File: config.mk
export PLATFORM = sky130hd
export DESIGN_NAME = dmem_arbiter
export DESIGN_NICKNAME = d
export VERILOG_FILES = /design/src/rtl/dmem_arb_pkg.sv /design/src/rtl/rr_arbiter2.sv /design/src/rtl/dmem_arbiter.sv
export SDC_FILE = /design/constraint.sdc
export NUM_CORES = 1
export LEC_CHECK = 0
export ABC_AREA = 1
export CAP_MARGIN = 20
export CORE_UTILIZATION = 34
export CTS_CLUSTER_DIAMETER = 200
export DETAILED_ROUTE_END_ITERATION = 7
export PLACE_DENSITY = 0.8
export SETUP_SLACK_MARGIN = 0.02
export SLEW_MARGIN = 20
export SYNTH_ARGS = -nofsm -noshare
export SYNTH_HDL_FRONTEND = slang
export SYNTH_SLANG_ARGS = --single-unit
File: constraint.sdc
create_clock -name clk -period 1.2 [get_ports clk]
set_input_delay 0.12 -clock clk [delete_from_list [all_inputs] [get_ports clk]]
set_output_delay 0.12 -clock clk [all_outputs]
set_load 0.01 [all_outputs]
File: src/rtl/dmem_arb_pkg.sv
// Shared types and constants for the data-RAM arbiter.
package dmem_arb_pkg;

    typedef enum logic [1:0] {
        IDLE  = 2'd0,
        ISSUE = 2'd1,
        RESP  = 2'd2
    } state_t;

    typedef logic port_idx_t;

    // All-ones address; sliced down to ADDR_W where it is compared.
    localparam logic [31:0] IO_ADDR = 32'hFFFF_FFFF;

endpackage

File: src/rtl/rr_arbiter2.sv
// Two-request round-robin winner select; the last-grant pointer is held by the caller.
module rr_arbiter2
    import dmem_arb_pkg::*;
(
    input  logic [1:0] i_req,
    input  port_idx_t  i_last,
    output logic [1:0] o_gnt
);

    // NOTE: every always_comb output gets a default first so no path can infer a latch.
    always_comb begin
        o_gnt = 2'b00;
        case (i_req)
            2'b01:   o_gnt = 2'b01;
            2'b10:   o_gnt = 2'b10;
            2'b11:   o_gnt = (i_last == 1'b1) ? 2'b01 : 2'b10;
            default: o_gnt = 2'b00;
        endcase
    end

endmodule

File: src/rtl/dmem_arbiter.sv
// Round-robin two-port arbiter in front of the single-port data RAM.
// Define DMEM_ARB_IO_EN to map the all-ones address to an I/O register instead of RAM.
module dmem_arbiter
    import dmem_arb_pkg::*;
#(
    parameter int ADDR_W = 8,
    parameter int DATA_W = 8
) (
    input  logic              clk,
    input  logic              reset,
    input  logic              req0,
    input  logic              req1,
    input  logic              we0,
    input  logic              we1,
    input  logic [ADDR_W-1:0] addr0,
    input  logic [ADDR_W-1:0] addr1,
    input  logic [DATA_W-1:0] wdata0,
    input  logic [DATA_W-1:0] wdata1,
    output logic              gnt0,
    output logic              gnt1,
    output logic              rvalid0,
    output logic              rvalid1,
    output logic [DATA_W-1:0] rdata0,
    output logic [DATA_W-1:0] rdata1,
    output logic              mem_en,
    output logic              mem_we,
    output logic [ADDR_W-1:0] mem_addr,
    output logic [DATA_W-1:0] mem_wdata,
    input  logic [DATA_W-1:0] mem_rdata
`ifdef DMEM_ARB_IO_EN
    ,
    input  logic [DATA_W-1:0] io_in,
    output logic [DATA_W-1:0] io_out,
    output logic              io_wr
`endif
);

    state_t            r_state;
    state_t            w_next;
    logic              r_we;
    logic [ADDR_W-1:0] r_addr;
    logic [DATA_W-1:0] r_wdata;
    port_idx_t         r_idx;
    port_idx_t         r_last;
    logic [1:0]        w_win;
    logic              w_issue;
    logic              w_resp;
    logic              w_is_io;
    logic              w_ram_en;
    logic [DATA_W-1:0] w_rdata;

    rr_arbiter2 u_rr (
        .i_req  ({req1, req0}),
        .i_last (r_last),
        .o_gnt  (w_win)
    );

    // NOTE: sequential state uses non-blocking assignments so every register samples pre-edge values.
    always_ff @(posedge clk or posedge reset) begin
        if (reset) r_state <= IDLE;
        else       r_state <= w_next;
    end

    always_comb begin
        w_next = r_state;
        case (r_state)
            IDLE:    if (req0 || req1) w_next = ISSUE;
            ISSUE:   w_next = r_we ? IDLE : RESP;
            RESP:    w_next = IDLE;
            default: w_next = IDLE;
        endcase
    end

    // NOTE: the request latches are reset too, so decoded outputs are clean 0 straight out of reset.
    always_ff @(posedge clk or posedge reset) begin
        if (reset) begin
            r_we    <= 1'b0;
            r_addr  <= '0;
            r_wdata <= '0;
            r_idx   <= 1'b0;
            r_last  <= 1'b1;
        end else begin
            if (r_state == IDLE && (req0 || req1)) begin
                r_idx   <= w_win[1];
                r_we    <= w_win[1] ? we1    : we0;
                r_addr  <= w_win[1] ? addr1  : addr0;
                r_wdata <= w_win[1] ? wdata1 : wdata0;
            end
            if (r_state == ISSUE) r_last <= r_idx;
        end
    end

    assign w_issue = (r_state == ISSUE);
    assign w_resp  = (r_state == RESP);

`ifdef DMEM_ARB_IO_EN
    logic [DATA_W-1:0] r_io_out;
    logic              r_io_wr;

    assign w_is_io = (r_addr == IO_ADDR[ADDR_W-1:0]);
    assign w_rdata = w_is_io ? io_in : mem_rdata;

    // The I/O register commits on the edge that closes ISSUE, so a reset in ISSUE drops it.
    always_ff @(posedge clk or posedge reset) begin
        if (reset) begin
            r_io_out <= '0;
            r_io_wr  <= 1'b0;
        end else begin
            r_io_wr <= w_issue && r_we && w_is_io;
            if (w_issue && r_we && w_is_io) r_io_out <= r_wdata;
        end
    end

    assign io_out = r_io_out;
    assign io_wr  = r_io_wr;
`else
    assign w_is_io = 1'b0;
    assign w_rdata = mem_rdata;
`endif

    assign w_ram_en  = w_issue && !w_is_io;
    assign gnt0      = w_issue && (r_idx == 1'b0);
    assign gnt1      = w_issue && (r_idx == 1'b1);
    assign mem_en    = w_ram_en;
    assign mem_we    = w_ram_en && r_we;
    assign mem_addr  = w_ram_en ? r_addr  : '0;
    assign mem_wdata = w_ram_en ? r_wdata : '0;
    assign rvalid0   = w_resp && (r_idx == 1'b0);
    assign rvalid1   = w_resp && (r_idx == 1'b1);
    assign rdata0    = rvalid0 ? w_rdata : '0;
    assign rdata1    = rvalid1 ? w_rdata : '0;

endmodule

; ---- After elaboration in Yosys (flattened, before gate mapping)
; Cells that the tools add are included.
[word_totals]
elab_cells = 33
regBits = 21
output_inout_bits = 38
input_bits = 46
[op_classes]
n_reduce_logical = 8
eq_ne = 6
n_bitwise = 1
n_mux = 12
[ops]
columns = operator, n
row1 = two-way mux 8 bit, 6
row2 = == test 2 bit (second input constant), 3
row3 = logical AND 1 bit, 6
row4 = two-way mux 2 bit, 3
row5 = one-hot mux 2 bit (3 select lines), 1
row6 = == test 2 x 1 -> 1 bit (second input constant), 2
row7 = one-hot mux 2 bit (2 select lines), 1
row8 = logical NOT 2 bit, 1
row9 = != test 2 x 1 -> 1 bit (second input constant), 1
row10 = logical OR 1 bit, 1
row11 = two-way mux 1 bit, 1
row12 = NOT 1 bit, 1

; ---- Longest topological paths before layout
[depth]
ltp_word = 3
ltp_mapped = 7
depth_no_buf = 6

; ---- By module
; A second synthesis with hierarchy kept.
[hier_totals]
hier_cells = 220
area_unflattened_um2 = 1320.0
[modules_own_cells]
columns = module, n_inst, cells_each, area_per_inst_um2, seq_area_each_um2
row1 = dmem_arbiter, 1, 215, 1298.7, 526.8
row2 = rr_arbiter2, 1, 5, 21.3, 0.0

; ---- Worst setup path after synthesis
; Ideal clock, no wire load.
[synth_timing]
path_type = register to register
start = register r_last
end = register r_wdata[3]
synth_period_minus_slack_ps = 1118
setup_ps = 117
stages_incl_launch_ff = 7
t_required_ps = 1083
n_path_buf = 1
arrival_ps = 1002
path_slack_ps = 82
cell_sequence = dfstp_2 -> inv_1 -> nand3_2 -> buf_6 -> nand3_1 -> nand3_2 -> nand2_1
[synth_via]
elab_chain_cells = 3
[synth_rtl]
columns = item, line_no
row1 = from (decl), dmem_arbiter.sv:44  ; port_idx_t r_last;
row2 = from (signal assigned), dmem_arbiter.sv:89  ; if (r_state == ISSUE) r_last <= r_idx;
row3 = two-way mux 2 bit, rr_arbiter2.sv:16  ; 2'b11: o_gnt = (i_last == 1'b1) ? 2'b01 : 2'b10;
row4 = one-hot mux 2 bit (3 select lines), rr_arbiter2.sv:13  ; case (i_req)
row5 = two-way mux 8 bit, dmem_arbiter.sv:87  ; r_wdata <= w_win[1] ? wdata1 : wdata0;
row6 = to (signal assigned), dmem_arbiter.sv:87
row7 = to (decl), dmem_arbiter.sv:42  ; logic [DATA_W-1:0] r_wdata;
; Every way passes these cells.
; A chain may end at the register's enable or synchronous reset.

; ---- Worst setup path after layout
[layout_timing]
start = register r_state[0]
end = output mem_addr[2]
[layout_via]
elab_chain_cells = 2
[layout_rtl]
columns = item, line_no
row1 = from (decl), dmem_arbiter.sv:38  ; state_t r_state;
row2 = from (signal assigned), dmem_arbiter.sv:61  ; else r_state <= w_next;
row3 = == test 2 x 1 -> 1 bit, dmem_arbiter.sv:93  ; assign w_issue = (r_state == ISSUE);
row4 = two-way mux 8 bit, dmem_arbiter.sv:126  ; assign mem_addr = w_ram_en ? r_addr : '0;
row5 = to (decl), dmem_arbiter.sv:27  ; output logic [ADDR_W-1:0] mem_addr,
; Every way passes these cells.

==> flow_metrics.py <==
metrics = {
    "timing": {
        "timing.final.ws_setup_ns": -0.164,
        "clock-skew-final_ns": 0.000971,
        "finalWorstPathRequiredPeriod_ns": 1.36,
        "rsz0062_at_grt": "yes",
        "report.final.slew_viol_count": 0,
        "period_share": 1.14,
        "fmaxAchievable_ghz": 0.733,
        "setup_viol_count_final": 57,
        "max-slew-margin-rel": 0.818,
        "worst_slew_pin_slew_ns": 0.272,
        "final-hold-violation-count": 0,
    },
    "cts": {
        "tritoncts": "built",
        "clk_path_buf_depth": 2,
        "clk_pin_slew_ns": 0.07,
        "number_of_cts_inserted_buffers": 3,
        "cts_hold_repair.buffers": 0,
        "cts.sinks": 21,
        "insertion_delay_to_the_later_sink_of_the_worst_skew_pair_ns": 0.26,
        "h-tree-depth": 1,
        "cts-root-buf": "sky130_fd_sc_hd__clkbuf_8",
    },
    "die": {
        "rows": 23,
        "core_area_um2": 4060,
        "design.portCount": 84,
        "floorplan.die.width_um": 67.5,
        "initial_core_util": 0.360,
        "die_area_um2": 4560,
        "die_h_um": 67.5,
    },
    "outcome": {
        "failed_checks": "setup timing",
        "status": "finished with violations",
    },
    "critical_path": {
        "critical_path_peak_fanout": 7,
        "worst_setup_path_start_kind": "flip-flop",
        "critical_path_buf_inv_count": 3,
        "worst_path_dominant_cell_family": "buffers and inverters",
        "crit_path_cell_trace": "buf_4 -> nand2_8 -> buf_8 -> nor2_1 -> buf_2",
        "cp_data_required_time_ns": 1.08,
        "worst_path_largest_cell_delay_ns": 0.43,
        "worstSetupPathType": "reg2out",
        "critical_path.slowest_cell": "sky130_fd_sc_hd__dfrtp_2",
        "cp_data_arrival_time_ns": 1.24,
        "cp-end-kind": "output pin",
    },
    "logic_synthesis": {
        "flip_flop_and_latch_count_after_synthesis": 21,
        "netlist-cell-type-count": 17,
        "synth_nets": 278,
        "synth_area_per_cell_um2": 6.29,
        "fraction_of_registers_with_async_set_reset": 1.00,
        "synth.area.top_cells": "sky130_fd_sc_hd__dfrtp_1 34%, sky130_fd_sc_hd__inv_1 17%, sky130_fd_sc_hd__nand2_1 14%",
        "synth_top_cells_by_count": "68 x sky130_fd_sc_hd__inv_1, 54 x sky130_fd_sc_hd__nand2_1, 36 x sky130_fd_sc_hd__nor2_1, 31 x sky130_fd_sc_hd__nand3_1, 20 x sky130_fd_sc_hd__dfrtp_1",
        "synth.most_common_cell": "sky130_fd_sc_hd__inv_1",
        "synth_top_flop_cell": "sky130_fd_sc_hd__dfrtp_1",
        "synth-edff-count": 0,
        "synthesis.yosys.warnings": 0,
        "synthCells": 232,
        "synthesis.area_um2": 1460,
        "synth_top_cell_area_share": 0.343,
        "netlist.top_cell.by_area": "sky130_fd_sc_hd__dfrtp_1",
        "synth-seq-area-share": 0.361,
    },
    "power_and_ir_drop": {
        "overall_power_mw": 5.57,
        "power_density_nw_per_um2": 2080,
        "power.sequential.fraction": 0.242,
        "power.ir.vdd_worst_mv": 0.975,
        "sw_frac_of_total": 0.446,
        "power_leakage_nw": 1.51,
        "combinationalPowerShare": 0.674,
        "p_sw_mw": 2.48,
        "internal_power_mw": 3.09,
        "clock_group_share_of_total_power": 0.084,
    },
    "place": {
        "gpl_wtd_cong": 0.787,
        "half_perimeter_wire_length_after_placement_um": 3170,
        "port_buffers": 83,
        "place_inst": 376,
    },
    "detailed_routing": {
        "detailedRoute.firstPassIterationCount": 4,
        "routed-via-count": 1802,
        "drt_first_iter_violations": 67,
        "antenna_left": 0,
        "drt_drc_violations_left": 0,
        "post_drt_wl_per_cell_um": 12.0,
        "routed_wl_um": 4750,
        "routed_via_density": 4.57,
    },
    "cells_and_area": {
        "final_core_density": 0.659,
        "layout.nets": 391,
        "antenna_cells_inserted": 0,
        "stdcell_count": 394,
        "layout-drive-gt1-share": 0.358,
        "synthToLayoutAreaGrowth_pct": 83.2,
        "final.fill_count": 348,
    },
    "run": {
        "max_cap_viol_count": 0,
    },
    "global_route": {
        "globalRouteOverflowTotal": 0,
        "grt_pass1_wl_um": 6910,
        "grt_pass1_vias": 1627,
        "global_route.usage.total": 0.202,
        "antenna_found_initial": 0,
        "grt_max_degree": 22,
    },
    "worst_hold_path": {
        "worst_hold_path_class": "in2async",
    },
}
-- power by group through the flow --
stage	clock network [mW]	logic [mW]	registers, mW
after floorplan	0	1.51	1.25
after global placement	0	2.77	1.27
after detailed placement	0	2.82	1.30
after CTS	0.469	2.98	1.33
after global routing	0.505	4.12	1.38
final	0.466	3.75	1.35
-- worst reg2reg max path, stage by stage, from the launching register on --
cell and delay, ns:
sky130_fd_sc_hd__dfrtp_2 0.43, sky130_fd_sc_hd__inv_4 0.09, sky130_fd_sc_hd__buf_4 0.12, sky130_fd_sc_hd__nand2_4 0.04
sky130_fd_sc_hd__nor2_4 0.19, sky130_fd_sc_hd__buf_6 0.14, sky130_fd_sc_hd__buf_6 0.12, sky130_fd_sc_hd__nand2_1 0.05
sky130_fd_sc_hd__o21ai_1 0.08
-- cells by family (layout without fill, tap and decap cells) --
| family | Yosys count | count (layout) | share of synthesized area |
|---|---|---|---|
| flip-flops | 21 | 21 | 0.361 |
| AO/OA/AOI/OAI | 3 | 3 | 0.0180 |
| buffers and inverters | 78 | 188 | 0.226 |
| AND/OR/NAND/NOR | 130 | 132 | 0.395 |
-- stage by stage --
stage                     cell area [um^2]  worst slack (ns)  TNS, ns  hold WS, ns
after CTS                             2450            -0.134    -5.31        0.196
after global routing                  2680            -0.228   -10.07        0.209
after global placement                2430            -0.309   -13.88        0.461
final                                 2680            -0.164    -7.00        0.184
after floorplan                       1460            0.0817        0       0.0958
after detailed placement              2430            -0.341   -14.91        0.467
-- repair_timing --
| item | 4_1_cts | 5_1_grt |
|---|---|---|
| pin swaps | 3 | 5 |
| gates resized for setup | 188 | 43 |
| buffers inserted | 2 | 7 |
| cloned | 3 | 2 |
| setup endpoints to repair | 55 | 57 |
-- placed cells by master (no fill, tap or decap), types with 4 or more instances in the layout --
master                            instances
sky130_fd_sc_hd__nor2_4                   7
sky130_fd_sc_hd__nor2_2                  15
sky130_fd_sc_hd__nand3_2                  8
sky130_fd_sc_hd__nand3_1                 27
sky130_fd_sc_hd__buf_2                   30
sky130_fd_sc_hd__buf_4                   17
sky130_fd_sc_hd__dfrtp_1                 17
sky130_fd_sc_hd__nand2_1                 51
sky130_fd_sc_hd__inv_1                   62
sky130_fd_sc_hd__clkdlybuf4s50_1         45
sky130_fd_sc_hd__nor2_1                  16
sky130_fd_sc_hd__buf_6                   17
sky130_fd_sc_hd__nand3_4                  4
sky130_fd_sc_hd__inv_2                    4
-- flip-flops by register name (all words and copies together), names as in the netlist --
name / flops
r_addr: 8
r_wdata: 8
r_state: 2
r_idx: 1
r_last: 1
r_we: 1
-- routing by layer --
metal	global-route usage	wire (um)
met5	0	0
met4	0.0878	87
met1	0.217	1740
met2	0.382	2530
met3	0.0304	386
-- final timing paths --
check	cells after the start	startpoint	end	slack, ns
setup / recovery	5	r_state[0]	mem_addr[2]	-0.16
hold / removal	3	reset	r_idx	0.18
setup reg to reg	8	r_state[1]	r_idx	-0.15
hold reg to reg	2	r_wdata[4]	r_wdata[4]	0.48
max in group asynchronous	3	reset	r_last	0.74
min in group clk	2	r_wdata[4]	r_wdata[4]	0.48
-- area by class of cell --
class | instances | area (um^2) | share of cell area
repair buffers | 112 | 970 | 0.362
multi-input cells | 135 | 779 | 0.291
flip-flops and latches | 21 | 531 | 0.198
inverters | 70 | 278 | 0.104
well taps | 50 | 62.6 | 0.0234
clock buffers | 4 | 45.0 | 0.0168
repair inverters | 2 | 10.0 | 0.00374
Power figures use the tool's default switching activity.
